**config.mk**
```make
export PLATFORM = sky130hd
export DESIGN_NAME = muldiv_wb_queue
export DESIGN_NICKNAME = d
export VERILOG_FILES = /design/src/rtl/muldiv_wb_queue.sv
export SDC_FILE = /design/constraint.sdc
export NUM_CORES = 1
export LEC_CHECK = 0
export ABC_AREA = 1
export CAP_MARGIN = 20
export CELL_PAD_IN_SITES_DETAIL_PLACEMENT = 1
export CELL_PAD_IN_SITES_GLOBAL_PLACEMENT = 2
export CORE_MARGIN = 2
export CORE_UTILIZATION = 31
export CTS_CLUSTER_SIZE = 28
export DETAILED_ROUTE_END_ITERATION = 12
export GPL_TIMING_DRIVEN = 0
export PLACE_DENSITY = 0.82
export SYNTH_ARGS = -nofsm -noshare
export SYNTH_HDL_FRONTEND = slang
export SYNTH_SLANG_ARGS = --single-unit
```
**constraint.sdc**
```tcl
create_clock -name clk -period 3.2 [get_ports clk]
set_clock_uncertainty 0.1 [all_clocks]
set_input_delay 0.64 -clock clk [delete_from_list [all_inputs] [get_ports clk]]
set_output_delay 0.64 -clock clk [all_outputs]
set_load 0.02 [all_outputs]
```
**src/rtl/muldiv_wb_queue.sv**
```systemverilog
// muldiv_wb_queue: writeback queue for RV32M MULDIV results.
// Buffers (rd, data) pairs in a small FIFO and merges them onto the single
// register-file write port shared with the main integer pipeline. A starvation
// counter stalls the main pipeline when the queue head has waited too long.
// Optional feature: define MDWB_BYPASS_EN to write an accepted result in the
// same cycle when the queue is empty and the ALU is not using the port.
module muldiv_wb_queue #(
  parameter int XLEN         = 32,
  parameter int DEPTH        = 4,
  parameter int STARVE_LIMIT = 8
) (
  input  logic                     clk,
  input  logic                     rst_n,
  input  logic                     md_valid,
  output logic                     md_ready,
  input  logic [4:0]               md_rd,
  input  logic [XLEN-1:0]          md_result,
  input  logic                     alu_wr_valid,
  input  logic [4:0]               alu_rd,
  input  logic [XLEN-1:0]          alu_data,
  output logic                     alu_stall,
  output logic                     rf_we,
  output logic [4:0]               rf_waddr,
  output logic [XLEN-1:0]          rf_wdata,
  output logic [31:0]              busy_mask,
  output logic [$clog2(DEPTH):0]   q_count
);

  localparam int AW = $clog2(DEPTH);
  localparam int CW = AW + 1;
  localparam int SW = $clog2(STARVE_LIMIT + 1);

  logic [4:0]      r_rd   [DEPTH];
  logic [XLEN-1:0] r_data [DEPTH];
  logic [AW-1:0]   r_wptr;
  logic [AW-1:0]   r_rptr;
  logic [CW-1:0]   r_count;
  logic [SW-1:0]   r_starve;

  logic w_empty;
  logic w_stall;
  logic w_acc;
  logic w_byp;
  logic w_enq;
  logic w_deq;

  // md_ready comes only from registered occupancy, so a same-cycle dequeue
  // never opens a slot for a full queue.
  assign md_ready  = (r_count < CW'(DEPTH));
  assign w_empty   = (r_count == '0);
  assign w_stall   = !w_empty && (r_starve >= SW'(STARVE_LIMIT));
  assign w_acc     = md_valid && md_ready;
`ifdef MDWB_BYPASS_EN
  assign w_byp     = w_acc && (md_rd != 5'd0) && w_empty && !alu_wr_valid;
`else
  assign w_byp     = 1'b0;
`endif
  // rd==0 results complete the handshake but are dropped.
  assign w_enq     = w_acc && (md_rd != 5'd0) && !w_byp;
  // Head drains when forced by starvation or when the ALU leaves the port idle.
  assign w_deq     = !w_empty && (w_stall || !alu_wr_valid);
  assign alu_stall = w_stall;
  assign q_count   = r_count;

  // Write-port mux: starved head, then ALU, then head, then bypass.
  always_comb begin
    rf_we    = 1'b0;
    rf_waddr = 5'd0;
    rf_wdata = '0;
    if (w_deq) begin
      rf_we    = 1'b1;
      rf_waddr = r_rd[r_rptr];
      rf_wdata = r_data[r_rptr];
    end else if (alu_wr_valid) begin
      rf_we    = 1'b1;
      rf_waddr = alu_rd;
      rf_wdata = alu_data;
    end else if (w_byp) begin
      rf_we    = 1'b1;
      rf_waddr = md_rd;
      rf_wdata = md_result;
    end
  end

  // Busy mask: one-hot rd of every slot inside the occupied window [rptr, rptr+count).
  always_comb begin
    logic [AW-1:0] v_off;
    busy_mask = 32'd0;
    v_off     = '0;
    for (int i = 0; i < DEPTH; i++) begin
      v_off = AW'(i) - r_rptr;
      if ({1'b0, v_off} < r_count) begin
        busy_mask[r_rd[i]] = 1'b1;
      end
    end
    busy_mask[0] = 1'b0;
  end

  // Queue control: pointers, occupancy and head starvation counter.
  always_ff @(posedge clk or negedge rst_n) begin
    if (!rst_n) begin
      r_wptr   <= '0;
      r_rptr   <= '0;
      r_count  <= '0;
      r_starve <= '0;
    end else begin
      if (w_enq) begin
        r_wptr <= r_wptr + AW'(1);
      end
      if (w_deq) begin
        r_rptr <= r_rptr + AW'(1);
      end
      case ({w_enq, w_deq})
        2'b10:   r_count <= r_count + CW'(1);
        2'b01:   r_count <= r_count - CW'(1);
        default: r_count <= r_count;
      endcase
      if (!w_empty && !w_deq) begin
        if (r_starve < SW'(STARVE_LIMIT)) begin
          r_starve <= r_starve + SW'(1);
        end
      end else begin
        r_starve <= '0;
      end
    end
  end

  // Entry storage: written on enqueue only, validity tracked by the pointers.
  always_ff @(posedge clk) begin
    if (w_enq) begin
      r_rd[r_wptr]   <= md_rd;
      r_data[r_wptr] <= md_result;
    end
  end

  // Issue logic must never send an ALU write to a destination still queued here.
  a_alu_not_busy: assert property (@(posedge clk) disable iff (!rst_n)
    !(alu_wr_valid && busy_mask[alu_rd]));

endmodule

```
==> impl_metrics.yaml, run 1 <==
die:
  core-area_mm2: 0.0269
  die_h_um: 169
  start_util_pct: 31.5
  die_w_um: 169
  fp-row-count: 60
  io_pins: 153
  die_area_mm2: 0.0287
synthesis:
  syn_avg_cell_area_um2: 8.44
  synth_ff_type: "edfxtp_1"
  synth_area_mm2: 0.00847
  synth_top_cell_by_area: "edfxtp_1"
  synth.most_common_cell: "nand2_1"
  ys_types: 25
  synthCells: 1004
  ys_ff_latch: 159
  synth_edf_count: 148
  seq_area_frac_synth_pct: 55.7
  synth_common_cells: "279 x nand2_1, 232 x nor2_1, 170 x nand3_1"
  yosys_warnings: 0
  synth.net_count: 1094
  netlist.area_leader.share_pct: 52.5
  synth_area_leaders: "edfxtp_1 52%, nand2_1 12%, nor2_1 10%"
  synth_async_sr_flop_share_pct: 6.92
detailed_routing:
  detail_route.wl_per_cell_um: 19.2
  ant_nets: 0
  wl_met3_um: 1330
  totalWireLength_um: 29800
  drt-met1-wl_um: 12700
  dr_wl_met2_um: 15400
  vias: 7741
  remaining_drc_errors: 0
  drtPass1Iterations: 5
  top_layer: "met5"
  viasPerCell: 4.99
  drt_iter0_drc: 461
power:
  p_leak_nw: 4.77
  powerDensity_mw_per_mm2: 844
  ir_worst_vdd_mv: 0.410
min_path:
  min_path_cells: 1
  hold_class: "reg -> reg"
placed_design:
  place_congestion: 0.789
  placedCellCount: 1500
  io_buffers: 151
  detailed_place_hpwl_um: 21200
  post_dp_cell_area_mm2: 0.0105
  dp_slack_ns: -0.516
worst_setup_path:
  path_depth: 16
  reg2regPathDepth: 4
  critPathMaxStageDelay_ns: 0.40
  critPathMaxFanout: 7
  cp_slowest_cell: "dfrtp_1"
  crit_family: "buffers and inverters"
  path_buf_inv: 7
  cp_cell_sequence: "inv_2 > buf_6 > nand2_4 > nand2_4 > inv_4 > ha_4 > inv_2 > nor2_2 > nand2_2 > nand2_8 > buf_6 > buf_6 > nor2_2 > nor2_1 > nand2_1 > buf_6"
  worstPathRequired_ns: 2.46
  cp.arrival_ns: 2.44
  endpoint_kind: "primary output"
  start_kind: "flop"
  crit_top_cell: "buf_6"
  crit_type: "reg -> out"
global_routing:
  grt_pass1_wl_um: 44500
  antenna_found_initial: 2
  grt.total_usage_pct: 20.4
  grt_max_degree: 29
  overflow: 0
  grt_pass1_vias: 7977
clocking:
  clkTransAtPathRegs_ns: 0.06
  htreeDepth: 4
  cts_buffers: 17
  cts_tree: "yes"
  insertion_delay_ns: 0.42
  cts_hold_buffers: 0
  cts_buffer_depth: 2
  root_buffer: "clkbuf_16"
  cts_sinks: 159
layout:
  drive_gt1_share_pct: 16.3
  syn_to_final_growth_pct: 36.8
  nNetsFinal: 1286
  instances_no_fill: 1551
  fin_area_mm2: 0.0116
timing:
  finalSetupTns_ns: 0
  finalHoldViolCount: 0
  fin_crit_ns: 3.18
  setup_ws_ns: 0.0162
  whs_ns: 0.405
  maxSlewViolCount: 0
  fmax_ghz: 0.314
  rsz0062_at_grt: "yes"
  tightest_slew_ns: 0.763
  slew_headroom_pct: 49.0
  finalCritPeriodShare_pct: 99.5
  setup_viol: 0
outcome:
  status: "finished, final reports clean"
flow_run:
  maxCapViolCount: 0
## placed cells by master, fill, tap and decap left out, types with 2 or more instances in the layout
cell type,n
buf_12,4
buf_2,20
buf_4,26
buf_6,38
buf_8,2
bufinv_16,2
clkbuf_1,9
clkbuf_16,18
clkbuf_2,3
clkdlybuf4s50_1,85
clkinv_1,3
clkinv_2,2
clkinv_4,2
clkinvlp_4,3
dfrtp_1,10
dlygate4sd2_1,20
dlymetal6s2s_1,15
edfxtp_1,148
ha_1,9
ha_4,2
inv_1,41
inv_2,6
inv_4,2
nand2_1,267
nand2_2,7
nand2_4,4
nand3_1,170
nand4_1,38
nor2_1,186
nor2_2,39
nor2_4,8
o21ai_0,4
xnor2_1,2
xor2_1,2
## where the power goes
group | switching (W) | internal [W] | leakage, nW | total (W)
Clock | 0.000786 | 0.00115 | 0.271 | 0.00193
Combinational | 0.00316 | 0.00192 | 3.02 | 0.00508
Sequential | 0.000157 | 0.00260 | 1.48 | 0.00276
Total | 0.00410 | 0.00567 | 4.77 | 0.00977
## through the flow
| step | power (W) | utilization [%] |
|---|---|---|
| floorplan | 0.00524 | - |
| global placement | 0.00690 | 38.7 |
| detailed placement | 0.00703 | 39.1 |
| CTS | 0.00938 | 41.7 |
| global route | 0.0103 | 43.1 |
| finish | 0.00977 | 43.1 |
## flip-flops by register name, indices dropped and copies added (netlist names)
register  flops
q_count       3
r_data      128
r_rd         20
r_rptr        2
r_starve      4
r_wptr        2
## worst reg2reg max path, delay by kind of cell, from the launching register on
kind / cells / cell delay, ns
buffers and inverters: 2 / 0.42
and+or+nand+nor: 2 / 1.10
DFF: 1 / 0.47
## per-layer routing
| layer | GRT usage, % | vias up |
|---|---|---|
| li1 | - | 3731 |
| met1 | 25.3 | 3785 |
| met2 | 37.0 | 194 |
| met3 | 3.43 | 27 |
| met4 | 4.72 | 4 |
| met5 | 0 | - |
## cell families after synthesis
kind of cell / after synthesis / share of synthesized area (%)
and+or+nand+nor: 721 / 35.8
AOI/OAI and AO/OA: 7 / 0.502
buffers and inverters: 100 / 5.67
other: 1 / 0.0443
DFF: 159 / 55.7
xor gates and xnor gates: 4 / 0.414
adders and majority gates: 12 / 1.86
## what timing repair did
action / CTS / global route
setup buffers: 6 / 7
pin swaps: 15 / 39
setup endpoints to repair: 68 / 44
gates resized for setup: 207 / 111
gates cloned: 3 / 3
## path summary, 6_finish.rpt
path | start | to | slack, ns
setup reg to reg | q_count[2] | r_data[2][26] | 0.79
hold / removal | r_starve[0] | r_starve[0] | 0.41
min in group asynchronous | rst_n | q_count[0] | 0.47
max in group asynchronous | rst_n | q_count[2] | 2.15
hold reg to reg | r_starve[0] | r_starve[0] | 0.41
setup / recovery | r_rptr[1] | busy_mask[18] | 0.02
## area by class of cell
cell class	instances	area, um^2
Antenna cell	1	2.50
Clock buffer	18	429
Multi-Input combinational cell	745	3520
Clock inverter	14	141
Tap cell	341	427
Buffer	50	393
Sequential cell	159	4720
Fill cell	3161	15300
Timing Repair Buffer	174	1760
Inverter	49	189
(Power assumes the default switching activity.)
==> run 2, diff against run 1 <==
- ABC_AREA: 1 -> not set
- CORE_MARGIN: 2 -> 3
- CORE_UTILIZATION: 31 -> 36
- PLACE_DENSITY: 0.82 -> 0.83
==> run 2 against run 1 <==
Effect of this change:
- the run now ends with negative setup slack left
- via count decreased by 28%
- area after synthesis decreased by 8.1%
- critical path depth decreased by 5
- routed wire length decreased by 19%
- sequential power about the same
- first-iteration DRC count decreased by 41%
- clock-buffer cell count decreased by 1
- worst setup slack got worse by 0.18 ns
- synthesized cell count decreased by 48%
- final cell count decreased by 34%
- hold slack improved by 0.0029 ns
- power decreased by 4.5%
- largest power group unchanged
==> impl_metrics.yaml, run 2 <==
clocking:
  htreeDepth: 4
  cts_hold_buffers: 0
  clkTransAtPathRegs_ns: 0.07
  cts_buffer_depth: 2
  cts_tree: "yes"
  root_buffer: "clkbuf_16"
  insertion_delay_ns: 0.42
  cts_sinks: 159
  cts_buffers: 17
synthesis:
  synth_area_leaders: "edfxtp_1 57%, mux4_2 11%, a22o_1 4.2%"
  synth.net_count: 614
  synth.most_common_cell: "edfxtp_1"
  synth_top_cell_by_area: "edfxtp_1"
  synth_area_mm2: 0.00778
  yosys_warnings: 0
  synth_edf_count: 148
  synth_ff_type: "edfxtp_1"
  ys_ff_latch: 159
  netlist.area_leader.share_pct: 57.1
  seq_area_frac_synth_pct: 60.6
  syn_avg_cell_area_um2: 14.9
  synthCells: 524
  synth_common_cells: "148 x edfxtp_1, 37 x a22o_1, 37 x mux4_2"
  ys_types: 48
  synth_async_sr_flop_share_pct: 6.92
detailed_routing:
  drt_iter0_drc: 272
  viasPerCell: 5.48
  ant_nets: 0
  totalWireLength_um: 24100
  detail_route.wl_per_cell_um: 23.7
  vias: 5578
  drtPass1Iterations: 4
  remaining_drc_errors: 0
layout:
  fin_util_pct: 52.0
  regMostFlops: "r_data"
  layout_commonest_cell: "edfxtp_1"
  drive_gt1_share_pct: 36.7
  top_regs: "r_data (128), r_rd (20), r_starve (4)"
  instances_no_fill: 1018
  fin_area_mm2: 0.0110
  n_fill_cell: 2070
  nNetsFinal: 821
  ff_latch_area_mm2: 0.00472
  largest_reg_flops: 128
  layout_common_cells: "148 x edfxtp_1, 83 x clkdlybuf4s50_1, 40 x buf_4"
  syn_to_final_growth_pct: 41.3
  multiInputGateArea_mm2: 0.00326
  antenna_cells: 0
timing:
  whs_ns: 0.408
  fin_crit_ns: 3.37
  setup_viol: 30
  finalHoldViolCount: 0
  finalCritPeriodShare_pct: 105
  slew_headroom_pct: 58.7
  tightest_slew_ns: 0.620
  fmax_ghz: 0.297
  rsz0062_at_grt: "yes"
  setup_ws_ns: -0.165
  maxSlewViolCount: 0
die:
  die_h_um: 153
  die_area_mm2: 0.0234
  fp-row-count: 53
  io_pins: 153
  die_w_um: 153
  start_util_pct: 36.8
  core-area_mm2: 0.0212
worst_setup_path:
  worstPathRequired_ns: 2.46
  critPathMaxFanout: 5
  worst_r2r_endpoint: "q_count[2]"
  cp.arrival_ns: 2.63
  path_buf_inv: 5
  cp_cell_sequence: "buf_6 > buf_12 > xor2_4 > inv_2 > ha_4 > nand2b_4 > o211ai_4 > buf_6 > o22ai_2 > a221o_1 > buf_6"
  reg2regPathDepth: 10
  crit_type: "reg -> out"
  worstReg2RegStart: "q_count[2]"
  start_kind: "flop"
  critPathMaxStageDelay_ns: 0.38
  cp_slowest_cell: "dfrtp_1"
  crit_top_cell: "buf_6"
  endpoint_kind: "primary output"
  r2r_slack_ns: 0.61
  crit_family: "buffers and inverters"
outcome:
  violations: "negative setup slack"
  status: "finished, violations left"
placed_design:
  io_buffers: 151
  placedCellCount: 954
  place_congestion: 0.869
  detailed_place_hpwl_um: 17200
  post_dp_cell_area_mm2: 0.00972
  dp_slack_ns: -1.09
global_routing:
  grt_pass1_wl_um: 37300
  grt_pass1_vias: 6254
  grt_max_degree: 28
  overflow: 0
  antenna_found_initial: 1
  grt.total_usage_pct: 20.6
power:
  p_leak_nw: 3.87
  ir_worst_vdd_mv: 0.371
  powerDensity_mw_per_mm2: 849
min_path:
  hold_end: "r_starve[0]"
  min-delay-start: "r_starve[0]"
  min_path_cells: 1
  hold_class: "reg -> reg"
flow_run:
  maxCapViolCount: 0
-- run 2: per-layer routing --
metal | track usage (%) | share of wire (%)
met1 | 25.0 | 41
met5 | 0 | 0.075
met4 | 5.77 | 0.81
met2 | 36.4 | 53
met3 | 5.29 | 5.6
-- run 2: cell type report --
cell class,count,area share [%]
sequential,159,42.9
multi-input combinational,318,29.6
timing repair buffer,190,16.1
clock buffer,17,3.87
tap,275,3.13
buffer,32,2.47
clock inverter,14,1.42
inverter,13,0.444
-- run 2: logic make-up (layout without fill, tap and decap cells) --
logic type	count (synthesis)	in the layout	share of synthesized area (%)
fa+ha+maj	12	12	2.03
compound gates	114	114	12.4
flops	159	159	60.6
simple gates	146	146	9.79
xor+xnor	8	8	0.900
buf+inv	47	266	3.46
mux	37	37	10.7
other cells	1	1	0.0482
-- run 2: worst max path at each step --
stage | cells after the start | slack [ns] | from | endpoint
2_1_floorplan | 9 | 0.13 | r_rptr[0] | busy_mask[31]
3_5_place_dp | 10 | -1.09 | r_rptr[0] | busy_mask[23]
6_report | 11 | -0.17 | r_rptr[0] | busy_mask[30]
3_3_place_gp | 10 | -1.07 | r_rptr[0] | busy_mask[23]
5_1_grt | 11 | -0.28 | r_rptr[0] | busy_mask[10]
4_1_cts | 11 | -0.21 | r_rptr[1] | busy_mask[14]
-- run 2: through the flow --
step	TNS, ns	power [W]
final	-3.03	0.00933
after floorplan	0	0.00499
after CTS	-4.33	0.00918
after detailed placement	-47.50	0.00642
after global routing	-6.25	0.00983
after global placement	-138.54	0.00628
-- run 2: what timing repair did --
action / CTS / global route
resized for setup: 355 / 87
pin swaps: 18 / 16
buffers inserted: 28 / 9
setup endpoints to repair: 68 / 61
cloned: 0 / 1
-- run 2: where the power goes --
part | internal [W] | switching (W)
Combinational | 0.00215 | 0.00245
Clock | 0.00116 | 0.000828
Sequential | 0.00261 | 0.000140
Total | 0.00592 | 0.00342
==> edit: new RTL, config.mk and constraints of run 2 <==
The parameter `XLEN` goes from 32 to 24.
--- a/src/rtl/muldiv_wb_queue.sv
+++ b/src/rtl/muldiv_wb_queue.sv
@@ -5,7 +5,7 @@
 // Optional feature: define MDWB_BYPASS_EN to write an accepted result in the
 // same cycle when the queue is empty and the ALU is not using the port.
 module muldiv_wb_queue #(
-  parameter int XLEN         = 32,
+  parameter int XLEN         = 24,
   parameter int DEPTH        = 4,
   parameter int STARVE_LIMIT = 8
 ) (
Ports: changed (resized alu_data, md_result and rf_wdata); port bits go from 153 to 129. No check against the original RTL was run, so the function may have changed too.
==> edit against run 2 <==
The run still ends with negative setup slack left. Sequential share of layout area is 3.3 points lower. Setup slack better by 0.10 ns. Highest routed layer is now met4. Area after synthesis shrank 16%. Final cell count is 11% lower. Power fell by 6.8%. Routed wire length is 10% lower. Hold slack worse by 0.027 ns. Sequential cell count is 32 lower. Count of clock-buffer cells in the layout stayed put. Cell area down 14%. Critical path depth fell by 1.
==> edit: results (changes against run 2) <==
stage	metric	value	unit	change
synth	xor-xnor portion of the synthesized cell area	0.0107		+0.00166
synth	synth top area cells	edfxtp_1, mux4_2, dfrtp_1, nand2_1, a221o_1		
synth	Mapped Avg Cell Area	13.5	sq um	-9.3%
timing	Worst Tran Pin Value	0.848	ns	+0.228 ns
place	DP HPWL	15300	um	-11%
global_routing	first-pass GRT wire length	33000	um	-11%
synth	Synth Area in Adders	0.0240		+0.00373
synth	Syn Nets	562		-8.5%
timing	worst hold slack	0.381	ns	-0.0268 ns
routing	wire length per cell	23.8	um	+0.81%
finish	layout cells sized above 1	0.312		-0.0557
global_routing	GRT Util Overall	0.219		+0.0131
setup_path	CP arrival	2.52	ns	-0.11 ns
timing	final setup TNS	-0.444	ns	+2.59 ns
synth	synth unique cells	53		+10%
run_status	outcome	finished, violations left		
finish	Final #Nets	742		-9.6%
global_routing	vias in the first global route	5493		-12%
timing	endpoints failing setup	16		-47%
global_routing	largest net degree at the start of global routing	30		+7.1%
run_status	failing checks	negative setup slack		
timing	setup slack after layout	-0.0610	ns	+0.104 ns
setup_path	Reg2Reg Setup Slack	0.69	ns	+0.08 ns
routing	Vias	5068		-9.1%
routing	vias per cell	5.60		+2.2%
synth	post-synthesis mux area share	0.0994		-0.00770
-- edit: changes by cell type after synthesis, sizes merged, moves of 8 or more --
| cell | delta |
|---|---|
| mux4 | -8 |
| o221ai | -10 |
| a22oi | -12 |
| clkbuf | -9 |
| a22o | -19 |
| edfxtp | -32 |
| nand2 | +22 |
| o21ai | +10 |
-- edit: area by class of cell --
| class | instances | area, sq um |
|---|---|---|
| Fill cell | 1727 | 8100 |
| Sequential cell | 127 | 3760 |
| Multi-Input combinational cell | 317 | 2960 |
| Timing Repair Buffer | 163 | 1570 |
| Clock buffer | 17 | 425 |
| Tap cell | 225 | 282 |
| Buffer | 26 | 235 |
| Clock inverter | 14 | 191 |
| Inverter | 16 | 63.8 |
-- edit: per-stage QoR --
stage	util	instance area, sq um	worst slack [ns]
after floorplan	-	6570	0.278
after global routing	0.539	9490	-0.197
after CTS	0.531	9350	-0.168
final	0.539	9490	-0.0610
after detailed placement	0.462	8130	-1.01
after global placement	0.462	8130	-1.06
-- edit: worst max-delay path, cell delays in order, from the launching register on --
cell and delay, ns:
dfrtp_1 0.40, buf_12 0.14, xor2_4 0.18, inv_2 0.08, ha_4 0.28, nand2b_4 0.07, o211ai_4 0.26, buf_6 0.17
nor3_1 0.06, a211o_1 0.34, buf_6 0.14
-- edit: report_power, final --
group	switching, W	internal, W
Clock	0.000710	0.00130
Sequential	0.000165	0.00210
Combinational	0.00233	0.00209
-- edit: worst paths after layout --
check | startpoint | depth (start not counted) | end
min | r_starve[3] | 1 | r_starve[3]
max | r_rptr[0] | 10 | busy_mask[10]
max reg2reg | q_count[2] | 10 | q_count[2]
min in group asynchronous | rst_n | 1 | r_wptr[1]
min reg2reg | r_starve[3] | 1 | r_starve[3]
max in group asynchronous | rst_n | 1 | r_rptr[1]
-- edit: kinds of logic after synthesis --
family / Yosys count
buf+inv: 44
compound gates: 107
flops: 127
xor+xnor: 8
simple gates: 160
fa+ha+maj: 12
other cells: 1
mux: 29
-- edit: what timing repair did --
| action | CTS | global route |
|---|---|---|
| gates cloned | 2 | 1 |
| setup endpoints to repair | 60 | 33 |
| gates resized for setup | 293 | 21 |
| pin swaps | 27 | 18 |
| buffers inserted | 27 | 9 |
-- edit: per-layer routing --
layer / vias to the layer above / part of all wire / wire, um / global-route usage
met5: - / 0 / 0 / 0
met4: 0 / 0.020 / 431 / 0.0847
met3: 29 / 0.041 / 895 / 0.0339
met2: 159 / 0.51 / 11100 / 0.369
met1: 2595 / 0.42 / 9170 / 0.285
li1: 2285 / - / - / -
